$ cat config.mk
export PLATFORM = sky130hd
export DESIGN_NAME = systolic_ctrl
export DESIGN_NICKNAME = d
export VERILOG_FILES = /design/src/rtl/systolic_ctrl_pkg.sv /design/src/rtl/systolic_ctrl_skew_line.sv /design/src/rtl/systolic_ctrl.sv
export SDC_FILE = /design/constraint.sdc
export NUM_CORES = 1
export LEC_CHECK = 0
export ABC_CLOCK_PERIOD_IN_PS = 5750
export BUFFER_PORTS_ARGS = -buffer_cell sky130_fd_sc_hd__buf_4
export CAP_MARGIN = 20
export CORE_AREA = 4 4 309 311
export CTS_CLUSTER_DIAMETER = 30
export CTS_CLUSTER_SIZE = 10
export DETAILED_ROUTE_END_ITERATION = 16
export DIE_AREA = 0 0 313 315
export SYNTH_ARGS = -nofsm -noshare
export SYNTH_HDL_FRONTEND = slang
export SYNTH_HIERARCHICAL = 1
export SYNTH_SLANG_ARGS = --single-unit
$ cat constraint.sdc
create_clock -name SC_clk -period 5.75 [get_ports SC_clk]
set_input_delay 0.575 -clock SC_clk [delete_from_list [all_inputs] [get_ports SC_clk]]
set_output_delay 0.575 -clock SC_clk [all_outputs]
set_load 0.1 [all_outputs]
$ cat src/rtl/systolic_ctrl_pkg.sv
// ---------------------------------------------------------------------------
// systolic_ctrl_pkg
// Purpose : shared constants for the systolic array sequencer. Holds the FSM
//           state encodings and the state register width. systolic_ctrl
//           imports this package.
// Ports   : none (package)
// ---------------------------------------------------------------------------
package systolic_ctrl_pkg;

    localparam int SC_STATE_W = 3;

    // The encodings are plain constants so that older tools and other blocks
    // that decode the state bits keep working.
    localparam logic [SC_STATE_W-1:0] ST_IDLE  = 3'd0;
    localparam logic [SC_STATE_W-1:0] ST_LOAD  = 3'd1;
    localparam logic [SC_STATE_W-1:0] ST_COMP  = 3'd2;
    localparam logic [SC_STATE_W-1:0] ST_DRAIN = 3'd3;
    localparam logic [SC_STATE_W-1:0] ST_DONE  = 3'd4;

endpackage

$ cat src/rtl/systolic_ctrl_skew_line.sv
// ---------------------------------------------------------------------------
// sc_skew_line
// Purpose : fixed-depth delay line for an enable bit and its data word. It is
//           used to skew activations into the array's left edge and to deskew
//           results from the bottom edge. DEPTH = 0 is a straight wire.
// Ports   : i_clk    clock
//           i_rst_n  asynchronous active-low reset (clears every stage)
//           i_en     enable into the line
//           i_data   data into the line
//           o_en     enable delayed by DEPTH cycles
//           o_data   data delayed by DEPTH cycles
// ---------------------------------------------------------------------------
module sc_skew_line #(
    parameter int DATA_WIDTH = 32,
    parameter int DEPTH      = 1
) (
    input  logic                  i_clk,
    input  logic                  i_rst_n,
    input  logic                  i_en,
    input  logic [DATA_WIDTH-1:0] i_data,
    output logic                  o_en,
    output logic [DATA_WIDTH-1:0] o_data
);

    generate
        if (DEPTH == 0) begin : g_wire
            // No storage at this depth, so clock and reset are not needed.
            logic w_unusedClkRst;
            assign w_unusedClkRst = i_clk ^ i_rst_n;
            assign o_en   = i_en;
            assign o_data = i_data;
        end else begin : g_shift
            logic [DEPTH-1:0]      r_en;
            logic [DATA_WIDTH-1:0] r_data [DEPTH];

            // Shift the enable and data together every cycle. A reset
            // flushes anything that is in flight.
            always_ff @(posedge i_clk or negedge i_rst_n) begin
                if (!i_rst_n) begin
                    r_en <= '0;
                    for (int k = 0; k < DEPTH; k++) begin
                        r_data[k] <= '0;
                    end
                end else begin
                    r_en[0]   <= i_en;
                    r_data[0] <= i_data;
                    for (int k = 1; k < DEPTH; k++) begin
                        r_en[k]   <= r_en[k-1];
                        r_data[k] <= r_data[k-1];
                    end
                end
            end

            assign o_en   = r_en[DEPTH-1];
            assign o_data = r_data[DEPTH-1];
        end
    endgenerate

endmodule

$ cat src/rtl/systolic_ctrl.sv
// ---------------------------------------------------------------------------
// systolic_ctrl
// Purpose : sequencer for a ROWS x COLS weight-stationary PE array. It loads
//           one weight row per accepted beat (bottom row first). It then
//           streams input vectors into the left edge in row-skewed form,
//           deskews the column results from the bottom edge, and pulses done.
// Ports   : SC_clk/SC_rst_n      clock, async active-low reset
//           cfg_start/num_vecs   start pulse (IDLE only), vector count
//           busy/done            run status, 1-cycle completion pulse
//           w_valid/ready/data   weight-row handshake
//           a_valid/ready/data   input-vector handshake
//           arr_en_up/data_up    weight load into the top PE row
//           arr_en_left/data_left activations into the left PE column
//           arr_res_en/res_data  results from the bottom PE row
//           res_valid/res_data   deskewed result vector
// Config  : define SC_PERF_CNT_EN to add perf_cycles and perf_stalls outputs.
// ---------------------------------------------------------------------------
module systolic_ctrl
    import systolic_ctrl_pkg::*;
#(
    parameter int DATA_WIDTH = 32,
    parameter int ROWS       = 4,
    parameter int COLS       = 4,
    parameter int CNT_W      = 8
) (
    input  logic                       SC_clk,
    input  logic                       SC_rst_n,
    input  logic                       cfg_start,
    input  logic [CNT_W-1:0]           cfg_num_vecs,
    output logic                       busy,
    output logic                       done,
    input  logic                       w_valid,
    output logic                       w_ready,
    input  logic [COLS*DATA_WIDTH-1:0] w_data,
    input  logic                       a_valid,
    output logic                       a_ready,
    input  logic [ROWS*DATA_WIDTH-1:0] a_data,
    output logic [COLS-1:0]            arr_en_up,
    output logic [COLS*DATA_WIDTH-1:0] arr_data_up,
    output logic [ROWS-1:0]            arr_en_left,
    output logic [ROWS*DATA_WIDTH-1:0] arr_data_left,
    input  logic [COLS-1:0]            arr_res_en,
    input  logic [COLS*DATA_WIDTH-1:0] arr_res_data,
    output logic                       res_valid,
    output logic [COLS*DATA_WIDTH-1:0] res_data
`ifdef SC_PERF_CNT_EN
    ,
    output logic [31:0]                perf_cycles,
    output logic [31:0]                perf_stalls
`endif
);

    localparam int DW = DATA_WIDTH;

    logic [SC_STATE_W-1:0] r_state;
    logic [SC_STATE_W-1:0] w_nextState;
    logic [CNT_W-1:0]      r_numVecs;
    logic [CNT_W-1:0]      r_wCnt;
    logic [CNT_W-1:0]      r_aCnt;
    logic [CNT_W-1:0]      r_resCnt;
    logic [CNT_W-1:0]      w_resCntNext;
    logic                  w_start;
    logic                  w_wAcc;
    logic                  w_aAcc;
    logic                  w_inWin;
    logic                  w_lastRow;
    logic                  w_lastVec;
    logic                  r_skEn;
    logic [ROWS*DW-1:0]    r_skData;
    logic [COLS-1:0]       r_enUp;
    logic [COLS*DW-1:0]    r_dataUp;
    logic [COLS-1:0]       w_resEnGated;
    logic [COLS-1:0]       w_deskEn;
    logic [COLS*DW-1:0]    w_deskData;

    assign w_start   = (r_state == ST_IDLE) && cfg_start;
    assign w_wAcc    = (r_state == ST_LOAD) && w_valid;
    assign w_aAcc    = (r_state == ST_COMP) && a_valid;
    assign w_inWin   = (r_state == ST_COMP) || (r_state == ST_DRAIN);
    assign w_lastRow = (r_wCnt == CNT_W'(ROWS - 1));
    assign w_lastVec = ((r_aCnt + CNT_W'(1)) == r_numVecs);

    // The drain exit compares against the count including this cycle's
    // result, so a result arriving on the exit cycle is not lost.
    assign w_resCntNext = r_resCnt + CNT_W'(res_valid);

    assign busy    = (r_state != ST_IDLE);
    assign done    = (r_state == ST_DONE);
    assign w_ready = (r_state == ST_LOAD);
    assign a_ready = (r_state == ST_COMP);

    // Results that show up outside the compute/drain window are dropped
    // before they reach the deskew lines.
    assign w_resEnGated = arr_res_en & {COLS{w_inWin}};

    always_comb begin
        w_nextState = r_state;
        case (r_state)
            ST_IDLE:  if (cfg_start) w_nextState = ST_LOAD;
            ST_LOAD:  if (w_wAcc && w_lastRow)
                          w_nextState = (r_numVecs == '0) ? ST_DONE : ST_COMP;
            ST_COMP:  if (w_aAcc && w_lastVec) w_nextState = ST_DRAIN;
            ST_DRAIN: if (w_resCntNext == r_numVecs) w_nextState = ST_DONE;
            ST_DONE:  w_nextState = ST_IDLE;
            default:  w_nextState = ST_IDLE;
        endcase
    end

    // State, the latched vector count, and beat/result counters. Start
    // clears the counters, so later cfg_num_vecs changes are ignored.
    always_ff @(posedge SC_clk or negedge SC_rst_n) begin
        if (!SC_rst_n) begin
            r_state   <= ST_IDLE;
            r_numVecs <= '0;
            r_wCnt    <= '0;
            r_aCnt    <= '0;
            r_resCnt  <= '0;
        end else begin
            r_state <= w_nextState;
            if (w_start) begin
                r_numVecs <= cfg_num_vecs;
                r_wCnt    <= '0;
                r_aCnt    <= '0;
                r_resCnt  <= '0;
            end else begin
                if (w_wAcc)    r_wCnt   <= r_wCnt + CNT_W'(1);
                if (w_aAcc)    r_aCnt   <= r_aCnt + CNT_W'(1);
                if (res_valid) r_resCnt <= w_resCntNext;
            end
        end
    end

    // Weight load: one registered store pulse to every column per accepted
    // row. The data holds between beats.
    always_ff @(posedge SC_clk or negedge SC_rst_n) begin
        if (!SC_rst_n) begin
            r_enUp   <= '0;
            r_dataUp <= '0;
        end else begin
            r_enUp <= w_wAcc ? '1 : '0;
            if (w_wAcc) r_dataUp <= w_data;
        end
    end

    // Activation capture stage. The accept flag is registered once here, and
    // row i then adds i more cycles in its skew line. A cycle without a
    // vector becomes a bubble in every row's slot.
    always_ff @(posedge SC_clk or negedge SC_rst_n) begin
        if (!SC_rst_n) begin
            r_skEn   <= 1'b0;
            r_skData <= '0;
        end else begin
            r_skEn <= w_aAcc;
            if (w_aAcc) r_skData <= a_data;
        end
    end

    genvar gi;
    generate
        for (gi = 0; gi < ROWS; gi++) begin : g_skew
            sc_skew_line #(.DATA_WIDTH(DW), .DEPTH(gi)) u_skew (
                .i_clk   (SC_clk),
                .i_rst_n (SC_rst_n),
                .i_en    (r_skEn),
                .i_data  (r_skData[gi*DW +: DW]),
                .o_en    (arr_en_left[gi]),
                .o_data  (arr_data_left[gi*DW +: DW])
            );
        end

        // Column j leaves the array j cycles after column 0, so it waits
        // COLS-1-j cycles to line up with the last column.
        for (gi = 0; gi < COLS; gi++) begin : g_deskew
            sc_skew_line #(.DATA_WIDTH(DW), .DEPTH(COLS - 1 - gi)) u_deskew (
                .i_clk   (SC_clk),
                .i_rst_n (SC_rst_n),
                .i_en    (w_resEnGated[gi]),
                .i_data  (arr_res_data[gi*DW +: DW]),
                .o_en    (w_deskEn[gi]),
                .o_data  (w_deskData[gi*DW +: DW])
            );
        end

        // Only the last column's enable marks a result vector. The other
        // aligned enables are redundant copies.
        if (COLS > 1) begin : g_deskEnSink
            logic w_unusedDeskEn;
            assign w_unusedDeskEn = ^w_deskEn[COLS-2:0];
        end
    endgenerate

    assign arr_en_up   = r_enUp;
    assign arr_data_up = r_dataUp;
    assign res_valid   = w_deskEn[COLS-1];
    assign res_data    = w_deskData;

`ifdef SC_PERF_CNT_EN
    logic [31:0] r_perfCycles;
    logic [31:0] r_perfStalls;

    // Performance counters clear on start, count while busy, and hold
    // their values once the run returns to idle.
    always_ff @(posedge SC_clk or negedge SC_rst_n) begin
        if (!SC_rst_n) begin
            r_perfCycles <= '0;
            r_perfStalls <= '0;
        end else if (w_start) begin
            r_perfCycles <= '0;
            r_perfStalls <= '0;
        end else begin
            if (busy) r_perfCycles <= r_perfCycles + 32'd1;
            if ((r_state == ST_COMP) && !a_valid) r_perfStalls <= r_perfStalls + 32'd1;
        end
    end

    assign perf_cycles = r_perfCycles;
    assign perf_stalls = r_perfStalls;
`endif

endmodule

==> results of run 1 <==
==> registers in the layout, summed over array words and instances, names as in the netlist, 5 cells and up <==
register,cells
arr_data_up,128
g_deskew.u_deskew/g_shift.r_data,96
g_deskew.u_deskew/o_data,96
g_skew.u_skew/g_shift.r_data,96
g_skew.u_skew/g_shift.r_en,5
g_skew.u_skew/o_data,96
r_aCnt,8
r_numVecs,8
r_resCnt,8
r_skData,128
r_wCnt,8
==> per-stage QoR <==
stage	hold slack, ns	instances	cell area (µm²)	utilization	setup WS, ns
6_report	0.0816	3861	36000	0.388	2.81
5_1_grt	0.0162	3861	36000	0.388	2.61
4_1_cts	0.000150	3858	36000	0.388	2.84
3_5_place_dp	0.335	3377	28400	0.306	2.86
3_3_place_gp	0.332	3377	28400	0.306	2.93
2_1_floorplan	0.279	1629	22900	-	2.54
==> path summary, 6_finish.rpt <==
check | startpoint | to | slack, ns | cells after the start
setup / recovery | r_state[1] | r_state[2] | 2.81 | 8
hold / removal | a_data[24] | r_skData[24] | 0.08 | 3
setup reg to reg | r_state[1] | r_state[2] | 2.81 | 8
hold reg to reg | g_skew[3].u_skew/g_shift.r_data[81] | g_skew[3].u_skew/g_shift.r_data[49] | 0.32 | 0
max in group asynchronous | SC_rst_n | arr_data_up[77] | 3.71 | 3
min in group asynchronous | SC_rst_n | r_skData[78] | 0.54 | 2
==> worst max-delay path: cells and delay by family (launching register included) <==
| family | cells | cell delay (ns) |
|---|---|---|
| flip-flops | 1 | 0.60 |
| AND/OR/NAND/NOR | 3 | 0.97 |
| AO/OA/AOI/OAI | 2 | 0.75 |
| adder cells (fa/ha/maj) | 2 | 0.46 |
| XOR/XNOR | 1 | 0.09 |
==> layout by cell type, fill, tap and decap left out, types with 5 or more instances in the layout <==
| cell | instances |
|---|---|
| buf_4 | 740 |
| dfrtp_1 | 683 |
| nand2_1 | 399 |
| dlygate4sd3_1 | 205 |
| clkbuf_16 | 154 |
| mux2_2 | 134 |
| bufinv_16 | 29 |
| nor2_1 | 28 |
| clkinv_2 | 23 |
| clkbuf_8 | 18 |
| o21ai_0 | 17 |
| clkbuf_1 | 16 |
| xnor2_1 | 15 |
| inv_6 | 13 |
| xor2_1 | 12 |
| a21oi_1 | 10 |
| clkinvlp_4 | 9 |
| and3_1 | 6 |
| nand4_1 | 6 |
| nand3_1 | 6 |
| or3_1 | 6 |
| clkinv_4 | 6 |
| inv_1 | 5 |
==> per-layer routing <==
metal,global-route usage,vias to the layer above,share of wire
li1,-,6807,-
met2,0.208,576,0.50
met4,0.0574,4,0.030
met3,0.0543,131,0.084
met1,0.142,7235,0.38
met5,0,-,0.00041
==> area by class of cell <==
| cell class | instances | area [µm²] |
|---|---|---|
| fill | 8697 | 56800 |
| inverter | 6 | 25.0 |
| tap | 1254 | 1570 |
| clock inverter | 88 | 1390 |
| sequential | 683 | 17100 |
| multi-input combinational | 690 | 4090 |
| antenna | 3 | 7.51 |
| timing repair buffer | 949 | 7680 |
| clock buffer | 188 | 4160 |
==> flow_metrics.tcl, run 1 <==
set metrics [dict create \
    worstPathArrival_ns 3.58 \
    antenna_found_initial 6 \
    rsz0062_at_grt "false" \
    vias_per_cell 3.82 \
    syn_area_mm2 0.0229 \
    synth_fp_nets 2034 \
    maxCapViolations 0 \
    setup-tns-final_ns 0 \
    numPortBuffers 730 \
    max_clock_freq_mhz 341 \
    grt_max_degree 171 \
    io_pins 798 \
    endpoint_kind "flip-flop" \
    dr_total_vias 14800 \
    worstPathRequired_ns 6.40 \
    postCtsSetupRepairBufs 0 \
    cts_buffers 151 \
    cts-htree-levels 4 \
    grt_usage 0.126 \
    critPathSlowestCell "dfrtp_1" \
    cts_num_sinks 683 \
    fin_nets 2886 \
    period_share 0.511 \
    min_period_ns 2.94 \
    grt.overflow.total 0 \
    ys_warn_count 6 \
    avgSynthCellArea_um2 14.1 \
    die_y_um 315 \
    clk_path_buf_depth 3 \
    syn-instance-count 1629 \
    initial_core_util 0.247 \
    drt-total-wl_um 62800 \
    maxSlewViolCount 0 \
    root_buffer "clkbuf_16" \
    crit_chain "and3_1 > ha_1 > ha_1 > and3_1 > xnor2_1 > nand4b_1 > a2111oi_0 > o21a_1" \
    area_delta_synth_final_pct 57.2 \
    post_cts_resized 0 \
    globalplace.congestion 0.770 \
    rows 112 \
    skew_ns 0.0326 \
    ant_nets 0 \
    path_class "reg -> reg" \
    ctsHoldBuffers 205 \
    dieArea_mm2 0.0986 \
    path_clk_slew_ns 0.05 \
    slowest_delay_ns 0.60 \
    first_iter_violations 651 \
    core_area_mm2 0.0928 \
    routedWlPerCell_um 16.3 \
    cts_tree "yes" \
    grt_pass1_wl_um 95800 \
    layout-drive-gt1-share 0.440 \
    status "complete, no violations" \
    drc 0 \
    grt_pass1_vias 16400 \
    hpwl_um 40800 \
    hold_viol_final 0 \
    crit_path_start_kind "flip-flop" \
    setup_viol 0 \
    max_slew_margin 0.307 \
    die_w_um 313 \
    first_pass_iters 4 \
    worstPathMaxFanout 12 \
    tightest_slew_ns 1.04 \
    clk_latency_ns 0.71 \
    hold_class "in -> reg" \
]
Power of run 1 is left out: the tool's default activity adds up to more than one toggle a clock period on the data nets, which glitch-free logic cannot reach.
==> inputs of run 2 (changes only) <==
- ABC_AREA: default -> 1
- ABC_CLOCK_PERIOD_IN_PS: 5750 -> 2710
- CORE_AREA: 4 4 309 311 -> 4 4 312 314
- DIE_AREA: 0 0 313 315 -> 0 0 316 318
- clock period: 5.75 -> 2.71 ns (I/O delays scaled with it)
==> flow_metrics.tcl, run 2 <==
set metrics [dict create \
    syn_area_mm2 0.0229 \
    maxCapViolations 0 \
    setup-tns-final_ns 0 \
    grt_pass1_vias 18600 \
    max_clock_freq_mhz 397 \
    cts-htree-levels 4 \
    layout-drive-gt1-share 0.331 \
    swShare 0.456 \
    vias_per_cell 3.89 \
    grt_pass1_wl_um 106000 \
    p_comb_frac 0.397 \
    area_delta_synth_final_pct 64.1 \
    cp_common_cell "nand2_1" \
    min_period_ns 2.52 \
    hold_viol_final 0 \
    tightest_slew_ns 0.778 \
    dr_total_vias 17100 \
    drt-total-wl_um 70300 \
    p_leak_nw 19.1 \
    final_cell_area_mm2 0.0376 \
    io_pins 798 \
    root_buffer "clkbuf_16" \
    multi_input_area_mm2 0.00393 \
    clk_latency_ns 0.72 \
    core_area_mm2 0.0946 \
    die_w_um 316 \
    path_clk_slew_ns 0.05 \
    final_cell_mix "858 x nand2_1, 742 x buf_4, 683 x dfrtp_1" \
    initial_core_util 0.242 \
    p_sw_mw 25.3 \
    grt.overflow.total 0 \
    total_power_mw 55.6 \
    cts_buffers 149 \
    place_area_mm2 0.0286 \
    rsz0062_at_grt "false" \
    regArea_mm2 0.0171 \
    numPortBuffers 730 \
    grt_max_degree 134 \
    synth_fp_nets 2375 \
    worstPathRequired_ns 3.30 \
    p_int_mw 30.3 \
    crit_path_start_kind "flip-flop" \
    hold_class "in -> async" \
    first_iter_violations 1003 \
    rows 113 \
    crit_chain "inv_1 > nand2_1 > nor2_1 > ha_1 > ha_1 > nand2_1 > nor2_1 > nand3_1 > nand3_1 > nand2_1 > nor2_1 > nand3_1 > nand2_1 > nand3_1 > nand2_1 > nand2_1" \
    postCtsSetupRepairBufs 0 \
    max_slew_margin 0.482 \
    avgSynthCellArea_um2 11.6 \
    dieArea_mm2 0.100 \
    endpoint_kind "flip-flop" \
    whs_ns 0.139 \
    hpwl_um 46800 \
    syn-instance-count 1970 \
    status "complete, no violations" \
    path_class "reg -> reg" \
    period_share 0.929 \
    worstPathArrival_ns 3.11 \
    cts_num_sinks 683 \
    num-fill-cells 8703 \
    ys_warn_count 6 \
    drc 0 \
    antenna_found_initial 11 \
    seqPwrFrac 0.271 \
    skew_ns 0.0465 \
    p_per_area_mw_per_mm2 1480 \
    critPathSlowestCell "dfrtp_1" \
    clk_path_buf_depth 3 \
    grt_usage 0.137 \
    fin_nets 3394 \
    maxSlewViolCount 0 \
    slowest_delay_ns 0.36 \
    first_pass_iters 5 \
    setup_viol 0 \
    ant_nets 0 \
    final_common_cell "nand2_1" \
    die_y_um 318 \
    routedWlPerCell_um 16.0 \
    post_cts_resized 0 \
    peakVddDrop_v 0.00102 \
    pwr-share-clk 0.332 \
    globalplace.congestion 0.851 \
    worstPathMaxFanout 4 \
    cts_tree "yes" \
]
run 2: worst paths after layout:
path / from / to / slack (ns) / cells after the start
setup / recovery: r_state[2] / r_state[0] / 0.19 / 16
hold / removal: SC_rst_n / g_skew[3].u_skew/g_shift.r_data[90] / 0.14 / 2
setup reg to reg: r_state[2] / r_state[0] / 0.19 / 16
hold reg to reg: g_skew[3].u_skew/g_shift.r_data[77] / g_skew[3].u_skew/g_shift.r_data[45] / 0.32 / 0
max in group asynchronous: SC_rst_n / arr_data_up[11] / 1.57 / 3
min in group SC_clk: arr_res_data[80] / g_deskew[2].u_deskew/o_data[16] / 0.20 / 2
run 2: power groups by stage:
stage | combinational, mW | clock [mW] | sequential [mW]
finish | 22.1 | 18.5 | 15.1
global route | 22.9 | 19.5 | 15.5
CTS | 22.2 | 18.9 | 15.1
detailed placement | 21.6 | 0 | 15.2
global placement | 21.5 | 0 | 15.1
floorplan | 9.44 | 0 | 23.0
run 2: layout make-up:
cell class              count  share of cell area
clock buffers             180               0.109
diodes                      7            0.000466
clock inverters            93              0.0312
inverters                  46             0.00472
multi-input cells         984               0.104
well taps                1265              0.0421
repair buffers           1125               0.253
flip-flops and latches    683               0.454
run 2: critical path: cells and delay by family, from the launching register on:
| kind | cells | cell delay (ns) |
|---|---|---|
| simple gates | 13 | 1.44 |
| fa+ha+maj | 2 | 0.49 |
| flops | 1 | 0.36 |
| buf+inv | 1 | 0.11 |
run 2: stage by stage:
step	cells	util	worst slack, ns
6_report	4383	0.398	0.192
5_1_grt	4383	0.398	0.00912
4_1_cts	4376	0.397	0.250
3_5_place_dp	3733	0.302	0.259
3_3_place_gp	3733	0.302	0.323
2_1_floorplan	1970	-	0.424
run 2: routing by layer:
metal,wire (µm),vias up,track usage
met1,26600,8205,0.151
met2,34100,712,0.226
met3,6760,178,0.0595
met4,2760,2,0.0670
met5,88,-,0.00629
li1,-,7954,-
run 2: repair_timing:
| action | in CTS | in global routing |
|---|---|---|
| setup endpoints to repair | 0 | 0 |
| endpoints found under the hold margin | 425 | 0 |
| hold buffers | 370 | 0 |
(Power assumes the default switching activity.)
